$ cat src/rtl/fir_seq_ctrl.sv
// fir_seq_ctrl: sequencer for a 3-tap FIR core with shadow coefficients, drain/commit and a credit-managed output FIFO.
// Optional handshake counter port out_count under `FIR_SEQ_CTRL_STATS_EN.
module fir_seq_ctrl #(
    parameter int DATA_W    = 8,
    parameter int LATENCY   = 2,
    parameter int DRAIN_LEN = 4,
    parameter int OUT_DEPTH = 4
) (
    input  logic              clk,
    input  logic              rst,
    input  logic              cfg_we,
    input  logic [1:0]        cfg_addr,
    input  logic [DATA_W-1:0] cfg_wdata,
    output logic              cfg_busy,
    input  logic              flush,
    input  logic              s_valid,
    output logic              s_ready,
    input  logic [DATA_W-1:0] s_data,
    output logic              m_valid,
    input  logic              m_ready,
    output logic [DATA_W-1:0] m_data,
    output logic              fir_ce,
    output logic [DATA_W-1:0] fir_x,
    output logic [DATA_W-1:0] fir_a,
    output logic [DATA_W-1:0] fir_b,
    output logic [DATA_W-1:0] fir_c,
`ifdef FIR_SEQ_CTRL_STATS_EN
    output logic [15:0]       out_count,
`endif
    input  logic [DATA_W-1:0] fir_y
);
    localparam int AW = $clog2(OUT_DEPTH);
    localparam int DW = $clog2(DRAIN_LEN);

    typedef enum logic [1:0] {IDLE, RUN, DRAIN, SWAP} state_t;

    state_t            state;
    logic [DATA_W-1:0] sa, sb, sc;
    logic [DATA_W-1:0] mem [OUT_DEPTH];
    logic [AW-1:0]     wp, rp;
    logic [AW:0]       cnt, credits;
    logic [LATENCY-1:0] tags;
    logic [DW-1:0]     dcnt;
    logic              pend, accept, push, pop, commit, drain_done;

    always_comb begin
        cfg_busy   = state == DRAIN || state == SWAP;
        s_ready    = state == RUN && !flush && credits < (AW+1)'(OUT_DEPTH);
        accept     = s_valid && s_ready;
        fir_ce     = accept || state == DRAIN;
        fir_x      = accept ? s_data : '0;
        commit     = cfg_we && cfg_addr == 2'd3 && !cfg_busy;
        drain_done = state == DRAIN && dcnt == DW'(DRAIN_LEN - 1);
        push       = fir_ce && tags[LATENCY-1];
        m_valid    = cnt != '0;
        pop        = m_valid && m_ready;
        m_data     = mem[rp];
    end

    always_ff @(posedge clk)
        if (push) mem[wp] <= fir_y;

    always_ff @(posedge clk) begin
        if (rst) begin
            state   <= IDLE;
            sa      <= '0;
            sb      <= '0;
            sc      <= '0;
            fir_a   <= '0;
            fir_b   <= '0;
            fir_c   <= '0;
            pend    <= 1'b0;
            dcnt    <= '0;
            tags    <= '0;
            wp      <= '0;
            rp      <= '0;
            cnt     <= '0;
            credits <= '0;
        end else begin
            if (cfg_we && !cfg_busy && cfg_addr == 2'd0) sa <= cfg_wdata;
            if (cfg_we && !cfg_busy && cfg_addr == 2'd1) sb <= cfg_wdata;
            if (cfg_we && !cfg_busy && cfg_addr == 2'd2) sc <= cfg_wdata;
            // a 1 marks a real sample; drain zeros travel as 0 so their results are dropped
            if (fir_ce) tags <= (tags << 1) | LATENCY'(accept);
            if (push) wp <= wp + 1'b1;
            if (pop) rp <= rp + 1'b1;
            cnt     <= cnt + (AW+1)'(push) - (AW+1)'(pop);
            credits <= credits + (AW+1)'(accept) - (AW+1)'(pop);
            case (state)
                IDLE: if (commit) state <= SWAP;
                RUN: if (flush || commit) begin
                    state <= DRAIN;
                    pend  <= commit;
                    dcnt  <= '0;
                end
                DRAIN: begin
                    dcnt <= dcnt + 1'b1;
                    if (drain_done) state <= pend ? SWAP : RUN;
                end
                SWAP: begin
                    fir_a <= sa;
                    fir_b <= sb;
                    fir_c <= sc;
                    pend  <= 1'b0;
                    state <= RUN;
                end
                default: state <= IDLE;
            endcase
        end
    end

`ifdef FIR_SEQ_CTRL_STATS_EN
    logic swap_entry;
    assign swap_entry = (state == IDLE && commit) || (drain_done && pend);

    always_ff @(posedge clk)
        if (rst || swap_entry) out_count <= '0;
        else if (pop && out_count != 16'hFFFF) out_count <= out_count + 16'd1;
`endif
endmodule

$ cat config.mk
export PLATFORM = sky130hd
export DESIGN_NAME = fir_seq_ctrl
export DESIGN_NICKNAME = d
export VERILOG_FILES = /design/src/rtl/fir_seq_ctrl.sv
export SDC_FILE = /design/constraint.sdc
export NUM_CORES = 1
export LEC_CHECK = 0
export ABC_AREA = 1
export CORE_MARGIN = 3
export CORE_UTILIZATION = 52
export CTS_BUF_LIST = sky130_fd_sc_hd__clkbuf_8
export DETAILED_ROUTE_END_ITERATION = 12
export PLACE_DENSITY_LB_ADDON = 0.3
export SYNTH_ARGS = -nofsm -noshare
export SYNTH_HDL_FRONTEND = slang
export SYNTH_SLANG_ARGS = --single-unit
$ cat constraint.sdc
create_clock -name clk -period 6.3 [get_ports clk]
set_input_delay 1.575 -clock clk [delete_from_list [all_inputs] [get_ports clk]]
set_output_delay 1.575 -clock clk [all_outputs]
set_load 0.03 [all_outputs]
Word level (Yosys, flattened, before mapping) --
Memory sizes are Yosys's and may differ from the RTL's. A register that Yosys moved wholly into a read port is not among the register bits. Index checks and enable logic that the tools add are counted.
Word-level totals: memories 1, flip-flop bits (word level) 65, logic and storage cells 73, bits in writable memories 32, output and inout bits 44
Operators by class: equality and inequality tests 10, bitwise gates (word level) 1, magnitude comparators 1, add/sub/neg operators 7, reduce and logical (&&, ||, !) cells 25, mux-type cells 14
Memories:
- mem | words 4, width 8, read ports 1, clocked after memory_dff 1, write ports 1, RTL line 39 | logic [DATA_W-1:0] mem [OUT_DEPTH];
Operators by type and width (number):
- $mux W2 | 7
- $logic_and A1 B1 Y1 | 12
- $eq A2 B2 Y1 const B | 5
- $mux W8 | 1
- $pmux W2 S4 | 1
- $add A2 B1 Y2 const B | 3
- $add A3 B1 Y3 | 2
- $sub A3 B1 Y3 | 2
- $eq A2 B1 Y1 const B | 2
- $logic_not A2 Y1 | 2
- $ne A2 B2 Y1 const B | 2
- $pmux W2 S2 | 1
- $reduce_and A2 Y1 | 2
- $reduce_bool A2 Y1 | 2
- $logic_or A1 B1 Y1 | 3
- $lt A3 B3 Y1 const B | 1
- $mux W1 | 3
- $reduce_and A3 Y1 | 1
- $reduce_bool A3 Y1 | 1
- $logic_not A1 Y1 | 2
- $ne A2 B1 Y1 const B | 1
- $or A2 B1 Y2 | 1
- $pmux W1 S2 | 1

Longest topological paths before layout --
word-level depth 8, mapped depth 12

Worst setup path before layout --
OpenSTA, ideal clock, no wires.
kind input-to-output, start point in flush, end point out s_ready, path slack 2.159 ns, stages 1, data arrival time 2.566 ns, cells stage by stage nor4_1
Between the ends: word-level cells in the longest chain between the ends 3
RTL lines:
- start: declaration | RTL line 15 | input logic flush,
- $logic_not A1 Y1 | RTL line 48 | s_ready = state == RUN && !flush && credits < (AW+1)'(OUT_DEPTH);
- $logic_and A1 B1 Y1 (2 in a row) | RTL line 48
- end: declaration | RTL line 17 | output logic s_ready,
No other way between the ends.

Worst setup path after layout --
start point in flush, end point out fir_ce
Between the ends: word-level cells in the longest chain between the ends 5
RTL lines:
- $logic_not A1 Y1 | RTL line 48
- $logic_and A1 B1 Y1 (2 in a row) | RTL line 48
- $logic_and A1 B1 Y1 | RTL line 49 | accept = s_valid && s_ready;
- $logic_or A1 B1 Y1 | RTL line 50 | fir_ce = accept || state == DRAIN;
- end: declaration | RTL line 22 | output logic fir_ce,
No other way between the ends.

==> results.cfg <==
[route]
dr.pass1.iters = 4
viasPerCell = 5.04
drtIter0Drc = 111
drt_wl_total_um = 7700
dr_total_vias = 3022
drcViolationCount = 0
detail_route.wl_per_cell_um = 12.8
detail-route-antenna-nets = 0

[global_routing]
grt_usage_pct = 18.7
grt_pass1_wl_um = 12700
overflow = 0
grt_pass1_vias = 2748
antenna_found_initial = 0
grt_max_degree = 54

[yosys]
synth-seq-cells = 99
syn_nets = 471
yosysTopAreaCellShare_pct = 35.0
syn_inst = 428
syn_area_per_cell_um2 = 8.95
synth_top_cell_by_area = dfxtp_1
syn_area_um2 = 3830
ys.warnings.count = 0
synth_area_leaders = dfxtp_1 35%, edfxtp_1 25%, nor2_1 13%
synth_cell_type_count = 23
yosysSeqAreaShare_pct = 60.1

[clock_tree]
clockBufferDepth = 2
cts_root_buf = clkbuf_8
cts_hold_buf = 0
cts_inserted_buffers = 9
cts_resized = 0
clkSinkCount = 99
clock_latency_ps = 360
clk_pin_slew_ps = 80
cts_tree = yes
postCtsSetupBuffers = 0
htree_levels = 3

[hold_path]
hold_path_class = register to register
min_path_cells = 2

[power]
p_leak_uw = 0.00187
peakVddDrop_v = 0.000150
powerDensity_nw_per_um2 = 300

[floorplanning]
start_util_pct = 54.9
die_y_um = 91.8
die_width_um = 91.8
dieArea_um2 = 8430
core-area_um2 = 6980
io_pins = 76
num_rows = 30

[finish]
final_cell_mix = 134 x nor2_1, 75 x clkdlybuf4s50_1, 67 x o21ai_0, 67 x dfxtp_1, 41 x inv_1
final_common_cell = nor2_1
nNetsFinal = 542
n_fill_cell = 561
area_growth_syn_to_layout_pct = 26.2
drive_above_1_share_pct = 4.17
diodes = 0
fin_cells = 600

[timing]
worst_pin_slew_ps = 1120
max_freq_mhz = 200
slew_headroom_pct = 25.0
final.period_utilization_pct = 79.4
hold_viol_final = 0
clock_skew_ps = 11.7
maxSlewViolCount = 0
setup_tns_ps = 0
setup_violations = 0
fin_crit_ps = 5000
rsz0062_at_grt = no

[flow_run]
drv_cap = 0

[setup_path]
worstPathBufferInverterCount = 2
cp.arrival_ps = 3430
cpPeakStageDelay_ps = 700
end_kind = primary output
cp-start-kind = primary input
cp_common_cell = clkdlybuf4s50_1
worst-r2r-cell-count = 11
path_max_fanout = 12
path_delay_family = buffers and inverters
cp_slowest_cell = clkdlybuf4s50_1
cp.depth = 5
criticalPathCategory = primary input to primary output
crit_chain = clkdlybuf4s50_1, nor2_1, nand3_1, nand2_2, clkdlybuf4s50_1
required_ps = 4720

[place]
place_inst = 584
io_buffers = 75
dpl.hpwl_um = 5390
gp_congestion = 0.756

[outcome]
outcome = finished clean
final timing paths:
| kind | start | to | slack, ps |
|---|---|---|---|
| worst min-delay path | rp[1]$_SDFFE_PP0P_ | register | 470 |
| worst min register to register | rp[1]$_SDFFE_PP0P_ | register | 470 |
| worst max register to register | state[0]$_SDFFE_PP0P_ | cnt[2]$_SDFF_PP0_ | 3750 |
| worst max-delay path | flush | fir_ce | 1300 |
cell families (layout without fill, tap and decap cells):
kind of cell               Yosys count  count (layout)  synth area share (%)
AOI/OAI and AO/OA                   86              86                  11.5
xor gates and xnor gates             3               3                 0.686
adders and majority gates           11              11                  3.98
buffers and inverters               57             133                  5.98
DFF                                 99              99                  60.1
and+or+nand+nor                    172             172                  17.8
layout make-up:
cell class,instances,area (um2),area share [%]
Clock buffer,11,151,3.13
Tap cell,96,120,2.48
Inverter,42,158,3.26
Multi-Input combinational cell,272,1300,26.9
Clock inverter,5,53.8,1.11
Timing Repair Buffer,75,751,15.5
Sequential cell,99,2300,47.6
through the flow:
stage | utilization, % | hold WS, ps | area (um2) | setup WS, ps | total power (uW)
final | 69.3 | 469 | 4840 | 1300 | 1450
after global routing | 69.3 | 510 | 4840 | 1160 | 1520
after CTS | 69.3 | 470 | 4840 | 1280 | 1460
after detailed placement | 66.3 | 455 | 4630 | 1280 | 1050
after global placement | 66.3 | 447 | 4630 | 1350 | 1040
after floorplan | - | 433 | 3830 | 2160 | 940
metal layers:
metal  track usage [%]  share of wire [%]  wire (um)  vias to the layer above
met1              24.4                 46       3530                     1386
met4              8.79                2.2        172                        0
li1                  -                  -          -                     1533
met3              3.36                5.1        396                       16
met5                 0                  0          0                        -
met2              30.3                 47       3590                       87
flip-flops by register name (all words and copies together) (netlist names), named ones only:
signal	cells
state	2
rp	2
fir_b	8
sb	8
cnt	3
credits	3
dcnt	2
fir_a	8
wp	2
pend	1
fir_c	8
tags	2
sa	8
mem	32
sc	8
Yosys cell counts (all sizes together):
cell,number
nor2,136
dfxtp,67
o21ai,67
inv,42
edfxtp,32
nand2,22
nand3,12
a21oi,11
ha,9
clkbuf,8
o22ai,8
buf,7
fa,2
xor2,2
and3,1
nor4,1
xnor2,1
worst reg2reg max path: cells and delay by family (launching register included):
| family | cells | cell delay [ps] |
|---|---|---|
| adders and majority gates | 3 | 860 |
| buffers and inverters | 2 | 150 |
| and+or+nand+nor | 5 | 880 |
| xor gates and xnor gates | 1 | 170 |
| DFF | 1 | 380 |
report_power, final:
group          switching, uW  internal [uW]  leakage, uW
logic                    181            131     0.000927
clock network            208            204     0.000109
registers               32.1            693     0.000833
No activity file was read; power rests on OpenSTA's default activity.
